`src/rtl/latch_wr_arbiter_pkg.sv`:
```
// Shared types and constant helpers for the latch bank write arbiter.
package latch_wr_arbiter_pkg;

    // One-hot sequencer states.
    typedef enum logic [4:0] {
        ST_IDLE   = 5'b00001,
        ST_SETUP  = 5'b00010,
        ST_ENABLE = 5'b00100,
        ST_HOLD   = 5'b01000,
        ST_ACK    = 5'b10000
    } state_t;

    // Ceiling log2; clog2(1) = 0.
    function automatic int clog2(input int n);
        int r;
        r = 0;
        while ((1 << r) < n) r = r + 1;
        return r;
    endfunction

    function automatic int max3(input int a, input int b, input int c);
        int m;
        m = (a > b) ? a : b;
        return (m > c) ? m : c;
    endfunction

    // Index width for n requesters, never narrower than one bit.
    function automatic int idw_of(input int n);
        return (clog2(n) > 1) ? clog2(n) : 1;
    endfunction

    // Phase counter width: holds the largest (phase length - 1).
    function automatic int cnt_width(input int s, input int e, input int h);
        return (clog2(max3(s, e, h)) > 1) ? clog2(max3(s, e, h)) : 1;
    endfunction

endpackage

```
`src/rtl/latch_wr_arbiter_if.sv`:
```
// Requester-side and latch-bank-side signal bundle of the write arbiter.
interface latch_wr_arbiter_if
    import latch_wr_arbiter_pkg::*;
#(
    parameter int NREQ       = 4,
    parameter int LATCH_BITS = 8
);
    localparam int IDW = idw_of(NREQ);

    logic [NREQ-1:0]            req;
    logic [NREQ*LATCH_BITS-1:0] wdata;
    logic [NREQ-1:0]            ack;
    logic                       lat_en;
    logic [LATCH_BITS-1:0]      lat_d;
    logic                       lat_rstn;
    logic                       busy;
    logic [IDW-1:0]             grant_id;

    modport master (
        output req, wdata,
        input  ack, lat_en, lat_d, lat_rstn, busy, grant_id
    );

    modport slave (
        input  req, wdata,
        output ack, lat_en, lat_d, lat_rstn, busy, grant_id
    );

endinterface

```
`src/rtl/latch_wr_arbiter_rr_arbiter.sv`:
```
// Combinational rotating-priority pick: first set request at or after the pointer.
module latch_wr_arbiter_rr_arbiter
    import latch_wr_arbiter_pkg::*;
#(
    parameter int NREQ = 4,
    parameter int IDW  = idw_of(NREQ)
) (
    input  logic [NREQ-1:0] i_req,
    input  logic [IDW-1:0]  i_ptr,
    output logic [IDW-1:0]  o_gnt,
    output logic            o_vld
);

    // Scan NREQ positions starting at the pointer, wrapping modulo NREQ.
    always_comb begin
        o_gnt = '0;
        o_vld = 1'b0;
        for (int unsigned i = 0; i < NREQ; i++) begin
            logic [IDW-1:0] idx;
            idx = IDW'((32'(i_ptr) + i) % NREQ);
            if (!o_vld && i_req[idx]) begin
                o_gnt = idx;
                o_vld = 1'b1;
            end
        end
    end

endmodule

```
`src/rtl/latch_wr_arbiter.sv`:
```
// Round-robin writer arbitration for a latch bank: setup / enable / hold
// sequencing with every bank pin driven straight from a flop, plus a
// 4-phase ack back to the winning requester.
module latch_wr_arbiter
    import latch_wr_arbiter_pkg::*;
#(
    parameter int NREQ       = 4,
    parameter int LATCH_BITS = 8,
    parameter int SETUP_CYC  = 1,
    parameter int EN_CYC     = 1,
    parameter int HOLD_CYC   = 1
) (
    input  logic                clk,
    input  logic                rstn,
    latch_wr_arbiter_if.slave   bus
);

    localparam int IDW = idw_of(NREQ);
    localparam int CW  = cnt_width(SETUP_CYC, EN_CYC, HOLD_CYC);

    state_t                r_state, w_state_nxt;
    logic [CW-1:0]         r_cnt, w_cnt_nxt;
    logic [IDW-1:0]        r_ptr, w_ptr_nxt;
    logic [IDW-1:0]        r_gid, w_gid_nxt;
    logic [NREQ-1:0]       r_ack, w_ack_nxt;
    logic                  r_lat_en, w_lat_en_nxt;
    logic [LATCH_BITS-1:0] r_lat_d, w_lat_d_nxt;
    logic                  r_busy, w_busy_nxt;
    logic                  r_lat_rstn;
    logic [IDW-1:0]        w_pick;
    logic                  w_pick_vld;

    latch_wr_arbiter_rr_arbiter #(
        .NREQ (NREQ),
        .IDW  (IDW)
    ) u_rr (
        .i_req (bus.req),
        .i_ptr (r_ptr),
        .o_gnt (w_pick),
        .o_vld (w_pick_vld)
    );

    // Next-state and next-output decode; every output register is loaded from here.
    always_comb begin
        w_state_nxt  = r_state;
        w_cnt_nxt    = r_cnt;
        w_ptr_nxt    = r_ptr;
        w_gid_nxt    = r_gid;
        w_ack_nxt    = r_ack;
        w_lat_en_nxt = r_lat_en;
        w_lat_d_nxt  = r_lat_d;
        w_busy_nxt   = r_busy;
        unique case (r_state)
            ST_IDLE: begin
                if (w_pick_vld) begin
                    w_gid_nxt  = w_pick;
                    for (int unsigned k = 0; k < NREQ; k++) begin
                        if (w_pick == IDW'(k))
                            w_lat_d_nxt = bus.wdata[k*LATCH_BITS +: LATCH_BITS];
                    end
                    w_busy_nxt  = 1'b1;
                    w_cnt_nxt   = CW'(SETUP_CYC - 1);
                    w_state_nxt = ST_SETUP;
                end
            end
            ST_SETUP: begin
                if (r_cnt == '0) begin
                    w_lat_en_nxt = 1'b1;
                    w_cnt_nxt    = CW'(EN_CYC - 1);
                    w_state_nxt  = ST_ENABLE;
                end else begin
                    w_cnt_nxt = r_cnt - 1'b1;
                end
            end
            ST_ENABLE: begin
                if (r_cnt == '0) begin
                    w_lat_en_nxt = 1'b0;
                    w_cnt_nxt    = CW'(HOLD_CYC - 1);
                    w_state_nxt  = ST_HOLD;
                end else begin
                    w_cnt_nxt = r_cnt - 1'b1;
                end
            end
            ST_HOLD: begin
                if (r_cnt == '0) begin
                    w_ack_nxt        = '0;
                    w_ack_nxt[r_gid] = 1'b1;
                    w_state_nxt      = ST_ACK;
                end else begin
                    w_cnt_nxt = r_cnt - 1'b1;
                end
            end
            ST_ACK: begin
                if (!bus.req[r_gid]) begin
                    w_ack_nxt   = '0;
                    w_busy_nxt  = 1'b0;
                    w_ptr_nxt   = (r_gid == IDW'(NREQ - 1)) ? '0 : r_gid + 1'b1;
                    w_state_nxt = ST_IDLE;
                end
            end
            default: begin
                w_state_nxt = ST_IDLE;
            end
        endcase
    end

    // State and output registers; lat_rstn mirrors rstn one edge late.
    always_ff @(posedge clk) begin
        r_lat_rstn <= rstn;
        if (!rstn) begin
            r_state  <= ST_IDLE;
            r_cnt    <= '0;
            r_ptr    <= '0;
            r_gid    <= '0;
            r_ack    <= '0;
            r_lat_en <= 1'b0;
            r_lat_d  <= '0;
            r_busy   <= 1'b0;
        end else begin
            r_state  <= w_state_nxt;
            r_cnt    <= w_cnt_nxt;
            r_ptr    <= w_ptr_nxt;
            r_gid    <= w_gid_nxt;
            r_ack    <= w_ack_nxt;
            r_lat_en <= w_lat_en_nxt;
            r_lat_d  <= w_lat_d_nxt;
            r_busy   <= w_busy_nxt;
        end
    end

    assign bus.ack      = r_ack;
    assign bus.lat_en   = r_lat_en;
    assign bus.lat_d    = r_lat_d;
    assign bus.lat_rstn = r_lat_rstn;
    assign bus.busy     = r_busy;
    assign bus.grant_id = r_gid;

endmodule

```
`src/flat_wrapper.sv`:
```
// flat-port wrapper written by rule: the top's interface ports become plain ports
module latch_wr_arbiter_flat import latch_wr_arbiter_pkg::*;
#(
    parameter int NREQ       = 4,
    parameter int LATCH_BITS = 8,
    parameter int SETUP_CYC  = 1,
    parameter int EN_CYC     = 1,
    parameter int HOLD_CYC   = 1
)
  (clk, rstn, bus_req, bus_wdata, bus_ack, bus_lat_en, bus_lat_d, bus_lat_rstn, bus_busy, bus_grant_id);
  latch_wr_arbiter_if #(.NREQ(NREQ), .LATCH_BITS(LATCH_BITS)) bus_i ();
  input  logic clk;
  input  logic rstn;
  input wire logic [$bits(bus_i.req)-1:0] bus_req;
  input wire logic [$bits(bus_i.wdata)-1:0] bus_wdata;
  output wire logic [$bits(bus_i.ack)-1:0] bus_ack;
  output wire logic [$bits(bus_i.lat_en)-1:0] bus_lat_en;
  output wire logic [$bits(bus_i.lat_d)-1:0] bus_lat_d;
  output wire logic [$bits(bus_i.lat_rstn)-1:0] bus_lat_rstn;
  output wire logic [$bits(bus_i.busy)-1:0] bus_busy;
  output wire logic [$bits(bus_i.grant_id)-1:0] bus_grant_id;
  assign bus_i.req = bus_req;
  assign bus_i.wdata = bus_wdata;
  assign bus_ack = bus_i.ack;
  assign bus_lat_en = bus_i.lat_en;
  assign bus_lat_d = bus_i.lat_d;
  assign bus_lat_rstn = bus_i.lat_rstn;
  assign bus_busy = bus_i.busy;
  assign bus_grant_id = bus_i.grant_id;
  latch_wr_arbiter #(.NREQ(NREQ), .LATCH_BITS(LATCH_BITS), .SETUP_CYC(SETUP_CYC), .EN_CYC(EN_CYC), .HOLD_CYC(HOLD_CYC)) u_core (.clk(clk), .rstn(rstn), .bus(bus_i));
endmodule
```
`config.mk`:
```
export PLATFORM = sky130hd
export DESIGN_NAME = latch_wr_arbiter_flat
export DESIGN_NICKNAME = d
export VERILOG_FILES = /design/src/rtl/latch_wr_arbiter_pkg.sv /design/src/rtl/latch_wr_arbiter_if.sv /design/src/rtl/latch_wr_arbiter_rr_arbiter.sv /design/src/rtl/latch_wr_arbiter.sv /design/src/flat_wrapper.sv
export SDC_FILE = /design/constraint.sdc
export NUM_CORES = 1
export LEC_CHECK = 0
export ABC_AREA = 1
export CAP_MARGIN = 20
export CORE_ASPECT_RATIO = 1.5
export CORE_MARGIN = 2
export CORE_UTILIZATION = 45
export CTS_CLUSTER_DIAMETER = 60
export DETAILED_ROUTE_END_ITERATION = 10
export PLACE_DENSITY = 0.74
export SLEW_MARGIN = 20
export SYNTH_ARGS = -nofsm -noshare
export SYNTH_HDL_FRONTEND = slang
export SYNTH_SLANG_ARGS = --single-unit
export TNS_END_PERCENT = 5
```
`constraint.sdc`:
```
create_clock -name clk -period 3.1 [get_ports clk]
set_input_delay 0.62 -clock clk [delete_from_list [all_inputs] [get_ports clk]]
set_output_delay 0.62 -clock clk [all_outputs]
set_load 0.005 [all_outputs]
```
==> run summary <==
Core area - 3680 um2
Routed Antenna Nets - 0
Clk_lat worst skew - 260 ps
Vias per cell - 4.88
TritonCTS Sinks - 24
Pin count of the biggest net entering global routing - 21
CTS tree - built
RSZ-0062 raised after global routing - false
Post-Route Setup TNS - 0 ps
Post-CTS setup buffer count - 0
Worst R2R Path Depth - 14
Most frequent cells in the layout - 72 x nand2_1, 54 x clkdlybuf4s50_1, 41 x inv_1
Slew headroom - 0.500
Minimum clock period - 2480 ps
Final setup viols - 0
Core Util, Final - 0.640
Post-synth ARST share - 0
Initial antenna violation count - 0
Initial DRT Pass Iterations - 4
# IOs - 55
Synth cell types - 29
Hold wc startpoint - u_core.bus.busy
R2R Setup Slk - 840 ps
Final Cell Area - 2360 um2
GP Congestion - 0.853
Crit share post-route - 0.800
Post-synth net total - 300
Grt total ovfl - 0
Die span in y - 80 um
# rows - 27
# DRC - 0
Starting density of the core - 0.471
Reg2reg end - u_core.bus.lat_d[0]
Max Root-Sink Buffers - 2
Critical R2R Launch - u_core.r_ptr[0]
Critical Path Source Type - input pin
WL final - 3.98 mm
Synth Flop Type - dfxtp_1
Worst VDD drop - 0.380 mV
Layout area overhead - 36.0%
Hold Path Class - flop to flop
Post-CTS sizing - 0
CP endpoint kind - flop
Cells after Synth - 258
WL/cell - 11.2 um
Fmax - 403 MHz
Synthesized area - 1730 um2
Syn. warnings - 0
Area after DPL - 2280 um2
Number of max-cap violations - 0
Worst Hold Endpoint - u_core.bus.busy
Die W - 54.7 um
Final Worst Setup Slack - 619 ps
Post-synth EDFFs - 0
# nets final - 354
First-pass GRT wire length - 6.62 mm
Port bufs - 54
Number of antenna diodes - 0
Via count - 1729
Critical path class - input pin to flop
Clk_skew - 1.37 ps
Reg clk slew, reported paths - 80 ps
Worst EP required - 3230 ps
Total Power - 947 uW
Most common cell after layout, fill and taps aside - nand2_1
Global router's overall resource usage - 0.199
Worst Tran Pin Value - 749 ps
Pins Over Slew Limit - 0
Seq/Total Area, Yosys - 0.277
Hold bufs inserted after CTS - 0
Pre-CTS WS - 387 ps
Final Hold Vio Count - 0
Clk root buf - clkbuf_8
Share of cells above drive strength 1 - 0.122
H-tree levels - 1
Cts bufs inserted - 3
Die footprint - 4370 um2
HPWL Detailed - 3.14 mm
1st-iter DRT viols - 37
P_leak - 1.12 nW
PwrDens - 402 nW/um2
CP max FO - 9
Worst path arrival time - 2610 ps
Post-synthesis register bit count - 24
Vias in the first global route - 1631
Syn Area/Cell - 6.72 um2
Hold Crit Depth - 2
Status - finished, final reports clean
-- cell type report --
cell class	instances	area, um2
tap	43	53.8
inverter	46	196
sequential	24	480
multi-input combinational	181	998
timing repair buffer	56	556
clock buffer	3	41.3
clock inverter	1	30.0
fill	342	1330
-- routing by layer --
layer  track usage  up-vias  wire length (um)
met5             0        -                 0
met4        0.0725        0                81
met3        0.0262        8               197
met2         0.358       64              1990
met1         0.225      742              1710
li1              -      915                 -
-- state kept, by name, summed over array words and instances, names as in the netlist --
signal               flops
u_core.r_state           5
u_core.bus.lat_en        1
u_core.r_ptr             2
u_core.bus.lat_d         8
u_core.bus.busy          1
u_core.bus.lat_rstn      1
u_core.bus.grant_id      2
u_core.bus.ack           4
-- through the flow --
step                      instances  hold WS (ps)
after floorplan                 258           462
after global placement          350           458
after detailed placement        350           469
after CTS                       354           483
after global routing            354           502
final                           354           479
-- report_power, final --
group	leakage (nW)	switching, mW	internal, mW	total [mW]
clock	0.0357	0.0970	0.172	0.269
combinational	0.887	0.158	0.159	0.316
sequential	0.197	0.0217	0.340	0.361
total	1.12	0.277	0.671	0.947
-- cells by family (layout without fill, tap and decap cells) --
logic type | count (synthesis) | after routing | share of synthesized area
AO/OA/AOI/OAI | 42 | 42 | 0.147
adder cells (fa/ha/maj) | 4 | 4 | 0.0289
buffers and inverters | 53 | 106 | 0.147
flip-flops | 24 | 24 | 0.277
AND/OR/NAND/NOR | 135 | 135 | 0.401
-- cell usage after synthesis (3+ instances only) --
library cell,count,area share
nand2_1,72,0.16
inv_1,41,0.089
nand3_1,27,0.078
dfxtp_1,24,0.28
a21oi_1,20,0.058
nor2_1,11,0.024
o21ai_0,10,0.029
a21oi_2,8,0.040
nand2_2,6,0.022
nand2_4,5,0.032
ha_1,4,0.029
nand4_1,4,0.014
nor2_8,3,0.035
-- worst max-delay path by stage --
| stage | slack (ps) | start | to |
|---|---|---|---|
| finish | 620 | bus_req[3] | u_core.bus.lat_d[0] |
| global route | 470 | bus_req[3] | u_core.bus.lat_d[3] |
| CTS | 660 | bus_req[3] | u_core.bus.lat_d[1] |
| detailed placement | 390 | bus_req[3] | u_core.bus.lat_d[0] |
| global placement | 390 | bus_req[3] | u_core.bus.lat_d[1] |
| floorplan | 1160 | bus_req[1] | u_core.bus.lat_d[5] |
-- critical path, stage by stage --
cell	delay (ps)
clkdlybuf4s50_1	460
inv_1	90
nand2_1	80
nand3_1	160
nand2_2	110
nor2_8	140
nand3_1	80
nand3_1	70
nand2_1	120
buf_4	210
nand2_4	100
nand2_1	50
nand3_1	100
nand2_1	80
nand2_1	90
a21oi_2	50
(Power assumes the default switching activity.)
